File: src/rtl/spiker_pkg.sv
// rtl/spiker_pkg.sv - shared constants, state type and LFSR step for the spike encoder
//
// Purpose: LFSR width/taps/seed, the encoder occupancy state enum and the
// single-step Galois LFSR function used by spike_lfsr.
package spiker_pkg;

  localparam int          LFSR_W    = 16;
  // x^16 + x^14 + x^13 + x^11 + 1 in right-shifting Galois form
  localparam logic [15:0] LFSR_TAPS = 16'hB400;
  localparam logic [15:0] LFSR_SEED = 16'hACE1;

  // IDLE: no frame; ENCODE: active frame only; FULL: active and shadow frames
  typedef enum logic [1:0] {
    ST_IDLE   = 2'd0,
    ST_ENCODE = 2'd1,
    ST_FULL   = 2'd2
  } enc_state_e;

  function automatic logic [LFSR_W-1:0] lfsr_next(input logic [LFSR_W-1:0] cur);
    lfsr_next = (cur >> 1) ^ (cur[0] ? LFSR_TAPS : '0);
  endfunction

endpackage

File: src/rtl/spike_lfsr.sv
// rtl/spike_lfsr.sv - 16-bit Galois LFSR random source for the spike encoder
//
// Purpose: free-standing pseudo-random generator that advances one step per
// enabled cycle. A non-zero seed keeps it off the all-zero lock-up state.
// Ports:
//   clk    - rising-edge clock
//   rst_n  - asynchronous active-low reset, loads LFSR_SEED
//   en     - advance one step this cycle
//   value  - current LFSR state
module spike_lfsr
  import spiker_pkg::*;
(
  input  logic              clk,
  input  logic              rst_n,
  input  logic              en,
  output logic [LFSR_W-1:0] value
);

  logic [LFSR_W-1:0] value_q;
  logic [LFSR_W-1:0] value_d;

  always_comb begin
    value_d = value_q;
    if (en) begin
      value_d = lfsr_next(value_q);
    end
  end

  always_ff @(posedge clk or negedge rst_n) begin
    if (!rst_n) begin
      value_q <= LFSR_SEED;
    end else begin
      value_q <= value_d;
    end
  end

  assign value = value_q;

endmodule

File: src/rtl/spike_rate_encoder.sv
// rtl/spike_rate_encoder.sv - rate-codes pixel frames into per-timestep spike vectors
//
// Purpose: double-buffered (active + shadow) frame store; each accepted
// sample compares every lane's intensity with a slice of the LFSR and
// registers the resulting spike vector for the network.
// Ports:
//   clk, rst_n   - clock and asynchronous active-low reset
//   pix_valid    - pix_data holds a frame
//   pix_ready    - a frame can be accepted this cycle (shadow empty)
//   pix_data     - N_INPUTS lanes of PIX_W bits, lane i at [i*PIX_W +: PIX_W]
//   sample       - network request for the next timestep
//   sample_ready - a frame is loaded with steps remaining
//   in_spikes    - registered spike vector
//   frame_done   - one-cycle pulse after the last step of a frame
module spike_rate_encoder
  import spiker_pkg::*;
#(
  parameter int N_INPUTS   = 4,
  parameter int PIX_W      = 8,
  parameter int N_STEPS    = 10,
  parameter int STEP_CNT_W = 5
) (
  input  logic                      clk,
  input  logic                      rst_n,
  input  logic                      pix_valid,
  output logic                      pix_ready,
  input  logic [N_INPUTS*PIX_W-1:0] pix_data,
  input  logic                      sample,
  output logic                      sample_ready,
  output logic [N_INPUTS-1:0]       in_spikes,
  output logic                      frame_done
);

  if (2 * (N_INPUTS - 1) + PIX_W > LFSR_W) begin : g_bad_lane_width
    $error("spike_rate_encoder: lane random slices exceed the LFSR width");
  end
  if (N_STEPS < 1 || N_STEPS > (1 << STEP_CNT_W) - 1) begin : g_bad_step_cnt
    $error("spike_rate_encoder: N_STEPS does not fit STEP_CNT_W");
  end

  localparam logic [STEP_CNT_W-1:0] LAST_STEP = STEP_CNT_W'(N_STEPS - 1);

  enc_state_e                state_q;
  logic [N_INPUTS*PIX_W-1:0] active_pix_q;
  logic [N_INPUTS*PIX_W-1:0] shadow_pix_q;
  logic [STEP_CNT_W-1:0]     step_cnt_q;
  logic [N_INPUTS-1:0]       in_spikes_q;
  logic                      frame_done_q;

  logic                      active_valid;
  logic                      shadow_valid;
  logic                      handshake;
  logic                      step_fire;
  logic                      last_fire;
  logic [N_INPUTS-1:0]       spikes_d;
  logic [LFSR_W-1:0]         lfsr_value;

  // Valid flags are decoded from the occupancy state so they can never disagree
  assign active_valid = (state_q != ST_IDLE);
  assign shadow_valid = (state_q == ST_FULL);

  assign pix_ready    = !shadow_valid;
  assign sample_ready = active_valid;
  assign handshake    = pix_valid && !shadow_valid;
  assign step_fire    = sample && active_valid;
  assign last_fire    = step_fire && (step_cnt_q == LAST_STEP);

  spike_lfsr u_lfsr (
    .clk   (clk),
    .rst_n (rst_n),
    .en    (step_fire),
    .value (lfsr_value)
  );

  // Spike when the intensity beats this lane's random slice, so the
  // firing probability is proportional to intensity.
  always_comb begin
    spikes_d = '0;
    for (int i = 0; i < N_INPUTS; i++) begin
      spikes_d[i] = active_pix_q[i*PIX_W +: PIX_W] > lfsr_value[2*i +: PIX_W];
    end
  end

  always_ff @(posedge clk or negedge rst_n) begin
    if (!rst_n) begin
      state_q      <= ST_IDLE;
      active_pix_q <= '0;
      shadow_pix_q <= '0;
      step_cnt_q   <= '0;
      in_spikes_q  <= '0;
      frame_done_q <= 1'b0;
    end else begin
      frame_done_q <= last_fire;

      if (step_fire) begin
        in_spikes_q <= spikes_d;
      end else if (!active_valid) begin
        in_spikes_q <= '0;
      end

      if (step_fire) begin
        step_cnt_q <= last_fire ? '0 : step_cnt_q + 1'b1;
      end

      case (state_q)
        ST_IDLE: begin
          if (handshake) begin
            active_pix_q <= pix_data;
            state_q      <= ST_ENCODE;
          end
        end
        ST_ENCODE: begin
          if (last_fire) begin
            // A frame arriving on the final step goes straight to active
            if (handshake) begin
              active_pix_q <= pix_data;
            end else begin
              state_q <= ST_IDLE;
            end
          end else if (handshake) begin
            shadow_pix_q <= pix_data;
            state_q      <= ST_FULL;
          end
        end
        ST_FULL: begin
          // pix_ready is low here, so no handshake can coincide
          if (last_fire) begin
            active_pix_q <= shadow_pix_q;
            state_q      <= ST_ENCODE;
          end
        end
        default: begin
          state_q <= ST_IDLE;
        end
      endcase
    end
  end

  assign in_spikes  = in_spikes_q;
  assign frame_done = frame_done_q;

endmodule

File: config.mk
export PLATFORM = sky130hd
export DESIGN_NAME = spike_rate_encoder
export DESIGN_NICKNAME = d
export VERILOG_FILES = /design/src/rtl/spiker_pkg.sv /design/src/rtl/spike_lfsr.sv /design/src/rtl/spike_rate_encoder.sv
export SDC_FILE = /design/constraint.sdc
export NUM_CORES = 1
export LEC_CHECK = 0
export CAP_MARGIN = 5
export CORE_ASPECT_RATIO = 0.7
export CORE_MARGIN = 3
export CORE_UTILIZATION = 50
export DETAILED_ROUTE_END_ITERATION = 8
export GPL_ROUTABILITY_DRIVEN = 0
export PLACE_DENSITY_LB_ADDON = 0.05
export SETUP_SLACK_MARGIN = 0.15
export SYNTH_ARGS = -nofsm -noshare
export SYNTH_HDL_FRONTEND = slang
export SYNTH_SLANG_ARGS = --single-unit
File: constraint.sdc
create_clock -name clk -period 3.79 [get_ports clk]
set_input_delay 0.5685 -clock clk [delete_from_list [all_inputs] [get_ports clk]]
set_output_delay 0.5685 -clock clk [all_outputs]
set_load 0.03 [all_outputs]
==> impl_metrics.yaml <==
clocking:
  cts.sink_count: 92
  clock_latency_ns: 0.33
  cts_tree: "yes"
  cts_resized: 0
  worst_setup_hold_path_clk_slew_ns: 0.07
  clk_path_buf_depth: 2
  cts_post_setup_buffers_inserted: 0
  h-tree-depth: 3
  cts-root-buf: "sky130_fd_sc_hd__clkbuf_16"
  tritoncts.num_buffers: 9
  cts_hold_buffers: 0
final_layout:
  layout.nets: 546
  fillerInstances: 813
  syn2layout_area_growth_pct: 16.8
  antenna-diode-count: 0
  drive_above_1_share_pct: 20.0
  finalCoreUtilization_pct: 61.1
  ff_latch_area_mm2: 0.00231
  multi_input_area_mm2: 0.00234
  final_design_area_no_fill_mm2: 0.00566
  post_layout_nonfiller_instances: 605
critical_path:
  worstSetupPathType: "reg -> out"
  cp.required_ns: 3.22
  timing.critical_path.from_type: "register"
  critical_path_arrival_ns: 1.76
  worstPathMaxFanout: 7
  type_of_destination_of_the_critical_path: "primary output"
  r2r.worst_path.cells: 7
place:
  placed_standard_cell_area_mm2: 0.00535
  place_worst_setup_slack_ns: 1.28
  detailed_place_hpwl_um: 6390
  placed_cells: 589
  port_buffers: 42
timing:
  hold_viol: 0
  worst-slew-pin-transition_ns: 0.902
  grt_setup_unrepaired: "no"
  hold_slack_ns: 0.220
  totalNegativeSetupSlack_ns: 0
  max_slew_margin_pct: 39.9
  finalWorstSetupSlack_ns: 1.46
  slew_viol_final: 0
  final.period_utilization_pct: 61.6
  setup_violations: 0
  clock.fmax_ghz: 0.429
  final.setup_skew_ns: 0.00758
  final.min_clock_period_ns: 2.33
floorplanning:
  dieArea_mm2: 0.0109
  design.core.area_mm2: 0.00925
  num_rows: 29
  die-width_um: 124
  boundaryPins: 43
  die_y_um: 88.3
  start_util_pct: 52.3
outcome:
  outcome: "complete, no violations"
yosys:
  synth.yosys.warnings: 0
  combinational_family_with_the_most_area_after_synthesis: "multiplexers"
  synth-compound-area-share_pct: 6.77
  yosys.cell_types.count: 37
  synthesized_area_fraction_occupied_by_xor_and_xnor_cells_pct: 0.723
  share_of_synthesized_cell_area_in_full_adder_half_adder_and_majority_cells_pct: 8.78
  yosys_register_bits: 92
  synthesis.instances: 435
  synth-seq-area-share_pct: 47.7
  synth.avg_cell_area_um2: 11.1
  postSynthNetCount: 505
  post_synth_mux_area_share_pct: 18.5
  syn_area_mm2: 0.00484
  simple_gate_fraction_of_synth_area_pct: 13.4
grt:
  antenna_found_initial: 0
  grt_pass1_vias: 3248
  grt_use_total_pct: 18.9
  grt-ovfl-total: 0
  grt_pass1_wl_um: 16000
  largest_net_degree_at_the_start_of_global_routing: 45
routing:
  via_per_inst: 5.18
  drt-wirelength-per-cell_um: 15.6
  initialDrtViolationCount: 156
  detailroute.via_count: 3131
  antenna_left: 0
  drtPass1Iterations: 5
  postRouteWirelength_um: 9440
  drc: 0
pwr:
  totalPowerFinal_mw: 4.76
  peakVddDrop_uv: 379
  total_leakage_power_nw: 2.62
  power-per-cell-area_mw_per_mm2: 841
min_path:
  min_delay_path_class: "in -> async"
job:
  max-cap-violations: 0
sequential cells by signal (all words and copies together) (netlist names):
name / cells
active_pix_q: 32
shadow_pix_q: 32
u_lfsr.value: 16
step_cnt_q: 5
in_spikes: 4
state_q: 2
frame_done: 1
synth_stat cells (all sizes together):
master  count  share of area, %
nand2     112               8.7
dfrtp      84                43
mux2       60                17
ha         34               8.8
o21ai      21               2.2
a21oi      20               2.1
inv        19               1.5
buf        11               2.0
mux2i       9               1.9
nor2b       9               1.2
and4        8               1.4
clkbuf      8              0.62
dfstp       8               4.3
a221o       4              0.83
nand3b      4              0.62
o211ai      4              0.62
xor2        3              0.54
nand3       2              0.21
o22ai       2              0.26
a21o        1              0.16
a31oi       1              0.13
and2        1              0.13
and3        1              0.23
and4bb      1              0.34
nand2b      1              0.13
nand4       1              0.13
nor3        1              0.10
o21a        1              0.16
o21bai      1              0.16
o31ai       1              0.16
or2         1              0.13
xnor2       1              0.18
logic make-up after synthesis:
kind of cell,Yosys count
fa+ha+maj,34
mux,69
flops,92
simple gates,142
buf+inv,38
xor+xnor,4
compound gates,56
power breakdown:
| group | leakage (nW) | switching (mW) | internal, mW | total (mW) |
|---|---|---|---|---|
| combinational | 1.38 | 0.987 | 1.07 | 2.06 |
| sequential | 1.11 | 0.304 | 1.48 | 1.79 |
| clock | 0.142 | 0.368 | 0.548 | 0.916 |
routing by layer:
metal  up-vias  share of wire, %  track usage, %  routed length [um]
met5         -                 0               0                   0
met4         0              0.66            3.92                  62
met3         5               4.3            4.66                 407
met2        45                43            29.3                4030
met1      1509                52            27.2                4940
li1       1572                 -               -                   -
path summary, 6_finish.rpt:
kind                                         startpoint                            to  slack (ns)
max                              state_q[0]$_DFFE_PN0P_                  sample_ready        1.46
min                                               rst_n  shadow_pix_q[14]$_DFFE_PN0P_        0.22
max reg2reg                   step_cnt_q[1]$_DFFE_PN0P_  active_pix_q[22]$_DFFE_PN0P_        1.62
min reg2reg                u_lfsr.value[15]$_DFFE_PN1P_  u_lfsr.value[15]$_DFFE_PN1P_        0.47
max in group asynchronous                         rst_n   shadow_pix_q[9]$_DFFE_PN0P_        2.79
min in group clk           u_lfsr.value[15]$_DFFE_PN1P_  u_lfsr.value[15]$_DFFE_PN1P_        0.47
area by class of cell:
type | instances | share of cell area, %
Tap cell | 124 | 2.74
Clock inverter | 3 | 0.796
Timing Repair Buffer | 49 | 8.32
Clock buffer | 13 | 4.60
Sequential cell | 92 | 40.9
Multi-Input combinational cell | 305 | 41.4
Inverter | 19 | 1.26
critical path: stages (launching register included):
cell and delay, ns:
sky130_fd_sc_hd__dfrtp_1 0.48, sky130_fd_sc_hd__or2_2 0.35, sky130_fd_sc_hd__clkdlybuf4s50_1 0.59
cells in the final DEF (no fill, tap or decap), drive strengths merged, types with 8 or more instances in the layout:
master         count
a21oi             20
and4               8
buf                8
clkbuf            13
clkdlybuf4s50     41
dfrtp             84
dfstp              8
ha                34
inv               19
mux2              60
mux2i              9
nand2            112
nor2b              9
o21ai             21
No activity file was read; power rests on OpenSTA's default activity.
